`src/rtl/deserializer16_if.sv`:
```
// Bus bundle for deserializer16: serial input beats, the held output word with
// its valid/ready handshake, status flags and a debug view of the FSM state.
interface deserializer16_if;
    // Handshake: a sin beat is taken on every clk edge where sin_valid=1 (there is
    // no back-pressure on sin). The word on out moves to the consumer on an edge
    // where out_valid=1 and out_ready=1. While out_valid=1, out is held stable.
    // out_ready is ignored while out_valid=0.
    logic        sin;
    logic        sin_valid;
    logic        sin_start;
    logic [15:0] out;
    logic        out_valid;
    logic        out_ready;
    logic [3:0]  bitcnt;
    logic        overrun;
    logic        perr;
    logic [1:0]  dbg_state;

    modport master (
        output sin, sin_valid, sin_start, out_ready,
        input  out, out_valid, bitcnt, overrun, perr, dbg_state
    );

    modport slave (
        input  sin, sin_valid, sin_start, out_ready,
        output out, out_valid, bitcnt, overrun, perr, dbg_state
    );
endinterface

```
`src/rtl/deserializer16.sv`:
```
// 16-bit LSB-first deserializer with a one-word holding register and sticky overrun.
// Define DESER_PARITY_EN to append an even-parity beat after each 16-bit frame.
module deserializer16 (
    input  logic              clk,
    input  logic              rst,
    deserializer16_if.slave   bus
);

    typedef enum logic [1:0] {
        ST_IDLE    = 2'd0,
        ST_COLLECT = 2'd1
`ifdef DESER_PARITY_EN
        , ST_PARITY = 2'd2
`endif
    } state_e;

    state_e      state_q, state_d;
    logic [15:0] shift_q, shift_d;
    logic [3:0]  bitcnt_q, bitcnt_d;
    logic [15:0] out_q, out_d;
    logic        out_valid_q, out_valid_d;
    logic        overrun_q, overrun_d;
    logic        wr_en;
    logic [3:0]  wr_pos;
    logic [15:0] wr_sel;
    logic        restart;
    logic        present;
`ifdef DESER_PARITY_EN
    logic        perr_q, perr_d;
    logic        perr_set;
`endif

    always_comb begin
        state_d  = state_q;
        bitcnt_d = bitcnt_q;
        shift_d  = shift_q;
        wr_en    = 1'b0;
        wr_pos   = 4'd0;
        wr_sel   = 16'd0;
        restart  = 1'b0;
        present  = 1'b0;
`ifdef DESER_PARITY_EN
        perr_set = 1'b0;
`endif
        if (bus.sin_valid) begin
            if (bus.sin_start) begin
                restart = 1'b1;
            end else begin
                case (state_q)
                    ST_COLLECT: begin
                        wr_en    = 1'b1;
                        wr_pos   = bitcnt_q;
                        bitcnt_d = bitcnt_q + 4'd1;
                        if (bitcnt_q == 4'd15) begin
`ifdef DESER_PARITY_EN
                            state_d = ST_PARITY;
`else
                            state_d = ST_IDLE;
                            present = 1'b1;
`endif
                        end
                    end
`ifdef DESER_PARITY_EN
                    ST_PARITY: begin
                        state_d = ST_IDLE;
                        if (bus.sin == ^shift_q) begin
                            present = 1'b1;
                        end else begin
                            perr_set = 1'b1;
                        end
                    end
`endif
                    default: ;
                endcase
            end
        end

        // A start beat abandons any partial word, including one awaiting parity.
        if (restart) begin
            shift_d  = 16'd0;
            wr_en    = 1'b1;
            wr_pos   = 4'd0;
            bitcnt_d = 4'd1;
            state_d  = ST_COLLECT;
        end

        if (wr_en) begin
            wr_sel = 16'd1 << wr_pos;
        end
        for (int i = 0; i < 16; i++) begin
            if (wr_sel[i]) begin
                shift_d[i] = bus.sin;
            end
        end
    end

    always_comb begin
        out_d       = out_q;
        out_valid_d = out_valid_q;
        overrun_d   = overrun_q;
        if (present) begin
            if (!out_valid_q || bus.out_ready) begin
                out_d       = shift_d;
                out_valid_d = 1'b1;
            end else begin
                overrun_d = 1'b1;
            end
        end else if (out_valid_q && bus.out_ready) begin
            out_valid_d = 1'b0;
        end
    end

`ifdef DESER_PARITY_EN
    always_comb begin
        perr_d = perr_q | perr_set;
    end
`endif

    always_ff @(posedge clk) begin
        if (rst) begin
            state_q     <= ST_IDLE;
            shift_q     <= 16'd0;
            bitcnt_q    <= 4'd0;
            out_q       <= 16'd0;
            out_valid_q <= 1'b0;
            overrun_q   <= 1'b0;
        end else begin
            state_q     <= state_d;
            shift_q     <= shift_d;
            bitcnt_q    <= bitcnt_d;
            out_q       <= out_d;
            out_valid_q <= out_valid_d;
            overrun_q   <= overrun_d;
        end
    end

`ifdef DESER_PARITY_EN
    always_ff @(posedge clk) begin
        if (rst) begin
            perr_q <= 1'b0;
        end else begin
            perr_q <= perr_d;
        end
    end

    assign bus.perr = perr_q;
`else
    assign bus.perr = 1'b0;
`endif

    assign bus.out       = out_q;
    assign bus.out_valid = out_valid_q;
    assign bus.bitcnt    = bitcnt_q;
    assign bus.overrun   = overrun_q;
    assign bus.dbg_state = state_q;

endmodule
```
`src/flat_wrapper.sv`:
```
// flat-port wrapper written by rule: the top's interface ports become plain ports
module deserializer16_flat 
  (clk, rst, bus_sin, bus_sin_valid, bus_sin_start, bus_out_ready, bus_out, bus_out_valid, bus_bitcnt, bus_overrun, bus_perr, bus_dbg_state);
  deserializer16_if bus_i ();
  input  logic clk;
  input  logic rst;
  input wire logic [$bits(bus_i.sin)-1:0] bus_sin;
  input wire logic [$bits(bus_i.sin_valid)-1:0] bus_sin_valid;
  input wire logic [$bits(bus_i.sin_start)-1:0] bus_sin_start;
  input wire logic [$bits(bus_i.out_ready)-1:0] bus_out_ready;
  output wire logic [$bits(bus_i.out)-1:0] bus_out;
  output wire logic [$bits(bus_i.out_valid)-1:0] bus_out_valid;
  output wire logic [$bits(bus_i.bitcnt)-1:0] bus_bitcnt;
  output wire logic [$bits(bus_i.overrun)-1:0] bus_overrun;
  output wire logic [$bits(bus_i.perr)-1:0] bus_perr;
  output wire logic [$bits(bus_i.dbg_state)-1:0] bus_dbg_state;
  assign bus_i.sin = bus_sin;
  assign bus_i.sin_valid = bus_sin_valid;
  assign bus_i.sin_start = bus_sin_start;
  assign bus_i.out_ready = bus_out_ready;
  assign bus_out = bus_i.out;
  assign bus_out_valid = bus_i.out_valid;
  assign bus_bitcnt = bus_i.bitcnt;
  assign bus_overrun = bus_i.overrun;
  assign bus_perr = bus_i.perr;
  assign bus_dbg_state = bus_i.dbg_state;
  deserializer16 u_core (.clk(clk), .rst(rst), .bus(bus_i));
endmodule
```
`config.mk`:
```
export PLATFORM = sky130hd
export DESIGN_NAME = deserializer16_flat
export DESIGN_NICKNAME = d
export VERILOG_FILES = /design/src/rtl/deserializer16_if.sv /design/src/rtl/deserializer16.sv /design/src/flat_wrapper.sv
export SDC_FILE = /design/constraint.sdc
export NUM_CORES = 1
export LEC_CHECK = 0
export ABC_AREA = 1
export CAP_MARGIN = 5
export CORE_ASPECT_RATIO = 0.5
export CORE_UTILIZATION = 45
export DETAILED_ROUTE_END_ITERATION = 12
export PLACE_DENSITY = 0.76
export SKIP_CTS_REPAIR_TIMING = 1
export SLEW_MARGIN = 20
export SYNTH_ARGS = -nofsm -noshare
export SYNTH_HDL_FRONTEND = slang
export SYNTH_SLANG_ARGS = --single-unit
export TNS_END_PERCENT = 100
```
`constraint.sdc`:
```
create_clock -name clk -period 4 [get_ports clk]
set_input_delay 0.6 -clock clk [delete_from_list [all_inputs] [get_ports clk]]
set_output_delay 0.6 -clock clk [all_outputs]
set_load 0.005 [all_outputs]
```
==> results of run 1 <==
## synth_stat cells, types with 2 or more instances
cell,number
inv_1,55
nand2_1,47
dfxtp_1,39
nand3_1,35
a21oi_1,33
nor2_1,26
nand4_1,12
clkbuf_1,6
o21ai_0,6
buf_4,4
buf_6,2
nand2_2,2
nor2_4,2
## cell families (layout without fill, tap and decap cells)
group,after synthesis,count (layout),synth area share
flops,39,39,0.408
simple gates,129,129,0.312
other cells,1,2,0.00196
fa+ha+maj,1,1,0.00654
compound gates,42,42,0.113
buf+inv,72,94,0.158
## critical path, delay by kind of cell
kind / cells / cell delay (ns)
buffers and inverters: 4 / 1.04
AND/OR/NAND/NOR: 5 / 0.75
## per-stage QoR
stage          hold slack, ns  utilization
4_1_cts                 0.484        0.577
3_5_place_dp            0.454        0.548
2_1_floorplan           0.464            -
5_1_grt                 0.528        0.577
6_report                0.479        0.577
3_3_place_gp            0.460        0.548
## power groups by stage
stage          Sequential (mW)  Combinational (mW)  Clock, mW
2_1_floorplan            0.402              0.0237          0
5_1_grt                  0.395              0.0396      0.370
6_report                 0.395              0.0362      0.345
4_1_cts                  0.394              0.0357      0.348
3_5_place_dp             0.404              0.0354          0
3_3_place_gp             0.403              0.0342          0
## per-layer routing
metal / global-route usage / up-vias / part of all wire
met3: 0.0467 / 10 / 0.064
met4: 0.0831 / 0 / 0.018
met5: 0 / - / 0
met1: 0.276 / 815 / 0.47
met2: 0.329 / 68 / 0.44
li1: - / 937 / -
## final cells by class
type | instances | share of cell area
Multi-Input combinational cell | 174 | 0.362
Sequential cell | 39 | 0.339
Timing Repair Buffer | 29 | 0.125
Inverter | 57 | 0.0930
Clock buffer | 6 | 0.0359
Tap cell | 54 | 0.0294
Clock inverter | 2 | 0.0152
## state kept, by name, summed over array words and instances (netlist names)
register,flops
u_core.bus.out_valid,1
u_core.bus.out,16
u_core.shift_q,16
u_core.bus.bitcnt,4
u_core.bus.overrun,1
u_core.bus.dbg_state,1
## how the worst max path moves through the flow
stage / slack (ns) / to / from
floorplan: 2.45 / u_core.bus.out[10] / bus_sin_start
global placement: 1.62 / u_core.bus.out[8] / bus_sin_valid
detailed placement: 1.52 / u_core.bus.out[9] / bus_sin_start
CTS: 1.79 / u_core.bus.out[12] / bus_sin_start
global route: 1.59 / u_core.bus.out[5] / bus_sin_start
finish: 1.78 / u_core.bus.out[12] / bus_sin_start
==> results.yml, run 1 <==
outcome:
  outcome: "completed"
timing:
  max_clock_freq_mhz: 451
  setup_violations: 0
  finalSetupTns_ns: 0
  fin_skew_ns: 0.00721
  hold_violations: 0
  rsz0062_at_grt: "false"
  drv_slew: 0
  layout_setup_ws_ns: 1.78
  tightestPinTransition_ns: 0.591
  min_period_over_period: 0.554
  fin_crit_ns: 2.22
  max-slew-margin-rel: 0.605
drt:
  drc_errors: 0
  vias_per_cell: 5.07
  wire_per_inst_um: 11.9
  drt_iter0_drc: 98
  dr.pass1.iters: 4
  antenna_left: 0
  totalWireLength_mm: 4.29
  via_count: 1830
power_and_ir_drop:
  combPwrFrac: 0.047
  power_density_nw_per_um2: 337
  power.switching_uw: 171
  clockPowerShare: 0.445
  p_sw_frac: 0.220
  intPower_uw: 605
  total_power_uw: 776
  power.leakage_nw: 0.891
  seq_power_share: 0.509
  peakVddDrop_mv: 0.175
final_layout:
  fin_nets: 313
  final_cell_area_sq_um: 2300
  instances_no_fill: 361
  mostFrequentLayoutCell: "inv_1"
  antenna_cells: 0
  drive_above_1_share: 0.0586
  layout.area.seq_sq_um: 781
  multi_input_comb_area_sq_um: 832
  syn2layout_area_growth_pct: 20.3
  fillers: 393
  final_cell_mix: "55 x inv_1, 47 x nand2_1, 39 x dfxtp_1"
setup_path:
  required_ns: 4.20
  crit_slowest_cell: "clkdlybuf4s50_1"
  r2r_end: "u_core.bus.out[12]"
  crit_path_max_fanout: 18
  crit_type: "primary input to flip-flop"
  r2r_cells: 7
  max_stage_delay_ns: 0.50
  r2r-start: "u_core.bus.bitcnt[2]"
  reg2reg_setup_slack_ns: 1.97
  worstPathCellList: "clkdlybuf4s50_1, inv_1, nand3_2, nor3_2, nand2_2, inv_2, nand3_1, nand2_1, inv_1"
  end_kind: "flip-flop"
  arrival_ns: 2.42
  start_kind: "primary input"
  crit_top_cell: "inv_1"
clocking:
  clock-root-buffer: "clkbuf_8"
  cts_tree: "built"
  cts-htree-levels: 2
  cts.sinks: 39
  clkTransAtPathRegs_ns: 0.07
  cts_buffer_depth: 2
  cts_made_buffers: 5
  insertion_delay_ns: 0.30
synthesis:
  ys_seq_area_frac: 0.408
  synth_top_area_cell: "dfxtp_1"
  synth_cell_types: 28
  synth_edf_count: 0
  ys_ff_latch: 39
  yosysWarnings: 0
  yosysTopAreaCellShare: 0.408
  synth_flop_cell: "dfxtp_1"
  ys_async_sr_fraction: 0
  syn_inst: 284
  syn_area_sq_um: 1910
  synth_area_leaders: "dfxtp_1 41%, inv_1 11%, nand2_1 9.2%"
  syn_area_per_cell_sq_um: 6.73
min_path:
  worstHoldPathCells: 1
  min_from: "u_core.bus.overrun"
  min_to: "u_core.bus.overrun"
  min_path_type: "flip-flop to flip-flop"
global_route:
  grt_max_degree: 31
  grt_pass1_vias: 1463
  grt_usage: 0.205
  overflow: 0
  grt_pass1_wl_mm: 6.87
  grt_antenna_before_repair: 0
place:
  place_congestion: 0.846
  placed_cell_area_sq_um: 2180
  dp_cells: 353
  place_ws_ns: 1.52
  post-dp-hpwl_mm: 2.86
  io_buffers: 28
die:
  die_x_um: 94.2
  die_h_um: 48.1
  start_util: 0.480
  rows: 16
  dieArea_sq_um: 4530
  core-area_sq_um: 3980
  io_pins: 31
flow_run:
  drv_cap: 0
No activity file was read; power rests on OpenSTA's default activity.
==> inputs of run 2 (changes only) <==
==> constraint.sdc (replaced) <==
create_clock -name clk -period 2.15 [get_ports clk]
set_input_delay 0.3225 -clock clk [delete_from_list [all_inputs] [get_ports clk]]
set_output_delay 0.3225 -clock clk [all_outputs]
set_load 0.005 [all_outputs]
==> run 2 against run 1 <==
Clock power rose by 60%. Utilization rose by 1.5 points. Routed wire length rose by 3.0%. Non-clock buffer count rose by 8. Sequential power rose by 86%. Final area rose by 2.6%. Worst setup slack got worse by 1.4 ns. Critical path depth fell by 1. Critical path type is now flip-flop to flip-flop.
==> results.yml, run 2 (synthesis results as in run 1) <==
setup_path:
  crit_path_max_fanout: 16
  reg2reg_setup_slack_ns: 0.34
  r2r_end: "u_core.bus.out[8]"
  start_kind: "flip-flop"
  r2r-start: "u_core.bus.bitcnt[0]"
  end_kind: "flip-flop"
  r2r_cells: 8
  crit_type: "flip-flop to flip-flop"
  arrival_ns: 2.01
  required_ns: 2.35
min_path:
  min_to: "u_core.bus.overrun"
  worstHoldPathCells: 1
  min_from: "u_core.bus.overrun"
  min_path_type: "flip-flop to flip-flop"
final_layout:
  fin_nets: 321
  mostFrequentLayoutCell: "inv_1"
  instances_no_fill: 369
  antenna_cells: 0
  final_cell_mix: "55 x inv_1, 47 x nand2_1, 39 x dfxtp_1"
  syn2layout_area_growth_pct: 23.4
  final_cell_area_sq_um: 2360
  fillers: 374
  drive_above_1_share: 0.0825
drt:
  vias_per_cell: 5.08
  wire_per_inst_um: 12.0
  antenna_left: 0
  totalWireLength_mm: 4.42
  dr.pass1.iters: 4
  drt_iter0_drc: 87
  drc_errors: 0
  via_count: 1876
clocking:
  cts_buffer_depth: 2
  clock-root-buffer: "clkbuf_8"
  insertion_delay_ns: 0.29
  cts.sinks: 39
  cts-htree-levels: 2
  cts_made_buffers: 5
  clkTransAtPathRegs_ns: 0.08
  cts_tree: "built"
timing:
  fin_hold_ws_ns: 0.475
  tightestPinTransition_ns: 0.610
  hold_violations: 0
  drv_slew: 0
  fin_crit_ns: 1.81
  setup_violations: 0
  max-slew-margin-rel: 0.592
  fin_skew_ns: 0.00666
  max_clock_freq_mhz: 551
  finalSetupTns_ns: 0
  rsz0062_at_grt: "false"
  min_period_over_period: 0.844
place:
  placed_cell_area_sq_um: 2250
  place_congestion: 0.846
  dp_cells: 361
  io_buffers: 28
  post-dp-hpwl_mm: 2.98
global_route:
  grt_max_degree: 18
  grt_pass1_vias: 1598
  grt_antenna_before_repair: 0
  grt_usage: 0.205
  grt_pass1_wl_mm: 6.96
  overflow: 0
die:
  io_pins: 31
  core-area_sq_um: 3980
  start_util: 0.480
  die_h_um: 48.1
  die_x_um: 94.2
  rows: 16
  dieArea_sq_um: 4530
flow_run:
  drv_cap: 0
power_and_ir_drop:
  peakVddDrop_mv: 0.374
  power_density_nw_per_um2: 577
  power.leakage_nw: 0.924
outcome:
  outcome: "completed"
## run 2: power by group
part | internal [mW] | leakage, nW | switching, mW
combinational | 0.0292 | 0.559 | 0.0434
clock | 0.292 | 0.0505 | 0.262
sequential | 0.726 | 0.315 | 0.00851
total | 1.05 | 0.924 | 0.313
## run 2: worst max-delay path by stage
stage | depth (start not counted) | slack [ns] | endpoint | start
4_1_cts | 8 | 0.36 | u_core.bus.out[8] | u_core.bus.bitcnt[0]
2_1_floorplan | 9 | 0.61 | u_core.bus.out[10] | u_core.bus.bitcnt[1]
3_3_place_gp | 8 | 0.20 | u_core.bus.out[2] | bus_sin_valid
3_5_place_dp | 8 | 0.10 | u_core.bus.out[1] | bus_sin_valid
6_report | 8 | 0.34 | u_core.bus.out[8] | u_core.bus.bitcnt[0]
5_1_grt | 8 | 0.21 | u_core.bus.out[8] | u_core.bus.bitcnt[0]
## run 2: layer usage
layer / vias up / wire length (um) / track usage
met5: - / 0 / 0
met4: 0 / 51 / 0.0800
met3: 6 / 216 / 0.0483
met2: 62 / 2070 / 0.371
met1: 860 / 2080 / 0.249
li1: 948 / - / -
## run 2: per-stage QoR
step | setup slack [ns] | utilization | total power, mW
2_1_floorplan | 0.608 | - | 0.791
3_5_place_dp | 0.101 | 0.566 | 0.823
5_1_grt | 0.209 | 0.592 | 1.41
6_report | 0.335 | 0.592 | 1.36
4_1_cts | 0.363 | 0.592 | 1.37
3_3_place_gp | 0.205 | 0.566 | 0.821
## run 2: critical path, cell delays in order (launching register included)
cell and delay, ns:
dfxtp_1 0.53, ha_1 0.28, inv_1 0.07, nor3_2 0.23, nand2_2 0.08, inv_2 0.25
nand3_1 0.16, nand2_1 0.08, inv_1 0.03
## run 2: area by class of cell
type                            instances  area, sq um  area share
Tap cell                               54         67.6      0.0286
Multi-Input combinational cell        174          832       0.353
Inverter                               57          214      0.0907
Sequential cell                        39          781       0.331
Clock buffer                            7         96.3      0.0408
Clock inverter                          1         7.51     0.00318
Timing Repair Buffer                   37          360       0.153
==> inputs of run 3 (changes only) <==
--- a/config.mk
+++ b/config.mk
@@ -10,7 +10,7 @@
 export CORE_ASPECT_RATIO = 0.5
 export CORE_UTILIZATION = 45
 export DETAILED_ROUTE_END_ITERATION = 12
-export PLACE_DENSITY = 0.76
+export PLACE_DENSITY = 0.79
 export SKIP_CTS_REPAIR_TIMING = 1
 export SLEW_MARGIN = 20
 export SYNTH_ARGS = -nofsm -noshare
==> constraint.sdc (replaced) <==
create_clock -name clk -period 1.6 [get_ports clk]
set_input_delay 0.24 -clock clk [delete_from_list [all_inputs] [get_ports clk]]
set_output_delay 0.24 -clock clk [all_outputs]
set_load 0.005 [all_outputs]
==> run 3 against run 2 <==
Die area did not move. Via count rose by 3.3%. Register-to-register slack got worse by 0.16 ns. Utilization rose by 3.1 points. Total power rose by 30%. Clock power rose by 19%. Global-route usage rose by 0.91 points. Clock skew barely moved. Worst hold slack got worse by 0.023 ns. First-iteration DRC count rose by 21%. Sequential share of layout area fell by 1.6 points. Final cell count rose by 3.5%. Critical endpoint is now bus_bitcnt[1].
==> results.yml, run 3 (synthesis results as in run 1) <==
setup_path:
  arrival_ns: 1.30
  worstPathCellList: "buf_4, clkdlybuf4s50_1"
  r2r-start: "u_core.bus.bitcnt[0]"
  r2r_cells: 8
  max_stage_delay_ns: 0.52
  start_kind: "flip-flop"
  crit_slowest_cell: "clkdlybuf4s50_1"
  crit_type: "flip-flop to output pin"
  required_ns: 1.36
  r2r_end: "u_core.bus.out[2]"
  end_kind: "output pin"
  crit_path_max_fanout: 8
  reg2reg_setup_slack_ns: 0.18
clocking:
  cts_tree: "built"
  cts_buffer_depth: 2
  cts.sinks: 39
  cts-htree-levels: 2
  clock-root-buffer: "clkbuf_8"
  clkTransAtPathRegs_ns: 0.07
  insertion_delay_ns: 0.30
  cts_made_buffers: 5
final_layout:
  utilization: 0.623
  syn2layout_area_growth_pct: 29.8
  final_cell_mix: "55 x inv_1, 46 x nand2_1, 38 x dfxtp_1"
  fin_nets: 334
  antenna_cells: 0
  fillers: 351
  mostFrequentLayoutCell: "inv_1"
  drive_above_1_share: 0.122
die:
  core-area_sq_um: 3980
  rows: 16
  die_x_um: 94.2
  dieArea_sq_um: 4530
  io_pins: 31
  start_util: 0.480
  die_h_um: 48.1
drt:
  drc_errors: 0
  via_count: 1938
  vias_per_cell: 5.07
  wire_per_inst_um: 11.6
  antenna_left: 0
  totalWireLength_mm: 4.43
  dr.pass1.iters: 5
  drt_iter0_drc: 105
global_route:
  overflow: 0
  grt_pass1_wl_mm: 7.26
  grt_antenna_before_repair: 0
  grt_pass1_vias: 1667
  grt_usage: 0.214
  grt_max_degree: 20
power_and_ir_drop:
  power.leakage_nw: 1.00
  total_power_mw: 1.77
  peakVddDrop_mv: 0.488
  power_density_nw_per_um2: 712
timing:
  layout_setup_ws_ns: 0.0551
  min_period_over_period: 0.966
  fin_skew_ns: 0.00638
  fin_hold_ws_ns: 0.452
  setup_violations: 0
  max_clock_freq_mhz: 647
  hold_violations: 0
  fin_crit_ns: 1.54
  rsz0062_at_grt: "false"
  drv_slew: 0
min_path:
  min_path_type: "primary input to flip-flop"
  min_from: "bus_sin_valid"
  worstHoldPathCells: 3
  min_to: "u_core.bus.dbg_state[0]"
place:
  post-dp-hpwl_mm: 3.13
  place_congestion: 0.861
  io_buffers: 28
  place_ws_ns: -0.259
outcome:
  outcome: "completed"
flow_run:
  drv_cap: 0
-- run 3: cell count changes in the layout (fill, tap and decap cells not counted) --
cell / delta
buf_12: +3
buf_4: +10
clkbuf_1: +1
clkbuf_8: -2
clkdlybuf4s50_1: -1
clkinv_2: +1
dfxtp_1: -1
dfxtp_2: +1
dlymetal6s2s_1: +1
nand2_1: -1
nand2_2: +1
-- run 3: report_power, final --
group          internal [mW]  switching (mW)
clock                  0.305           0.355
combinational         0.0573          0.0690
sequential             0.976         0.00461
-- run 3: per-layer routing --
| metal | global-route usage | routed length [um] |
|---|---|---|
| met1 | 0.255 | 2000 |
| met2 | 0.396 | 2110 |
| met3 | 0.0483 | 254 |
| met4 | 0.0862 | 62 |
| met5 | 0 | 0 |
-- run 3: critical path, delay by kind of cell, from the launching register on --
kind / cells / cell delay (ns)
buffers and inverters: 2 / 0.68
flip-flops: 1 / 0.34
-- run 3: worst max path at each step --
stage | from | endpoint | slack [ns] | depth (start not counted)
final | u_core.bus.bitcnt[1] | bus_bitcnt[1] | 0.06 | 2
after global routing | u_core.bus.bitcnt[0] | bus_bitcnt[0] | 0.02 | 2
after CTS | u_core.bus.dbg_state[0] | bus_dbg_state[0] | -0.02 | 2
after detailed placement | bus_sin_valid | u_core.bus.out[5] | -0.26 | 8
after global placement | bus_sin_valid | u_core.bus.out[2] | -0.15 | 8
after floorplan | u_core.bus.bitcnt[1] | u_core.bus.out[10] | 0.06 | 9
-- run 3: cell type report --
cell class / instances / area [sq um] / area share
Clock buffer: 6 / 72.6 / 0.0292
Clock inverter: 2 / 12.5 / 0.00504
Inverter: 57 / 214 / 0.0862
Multi-Input combinational cell: 174 / 835 / 0.336
Sequential cell: 39 / 782 / 0.315
Tap cell: 54 / 67.6 / 0.0272
Timing Repair Buffer: 50 / 498 / 0.201
-- run 3: metrics by stage --
step,std cells,TNS [ns],instance area [sq um]
CTS,382,-0.0244,2470
global route,382,0,2480
floorplan,285,0,1920
detailed placement,374,-4.79,2390
finish,382,0,2480
global placement,374,-2.54,2390
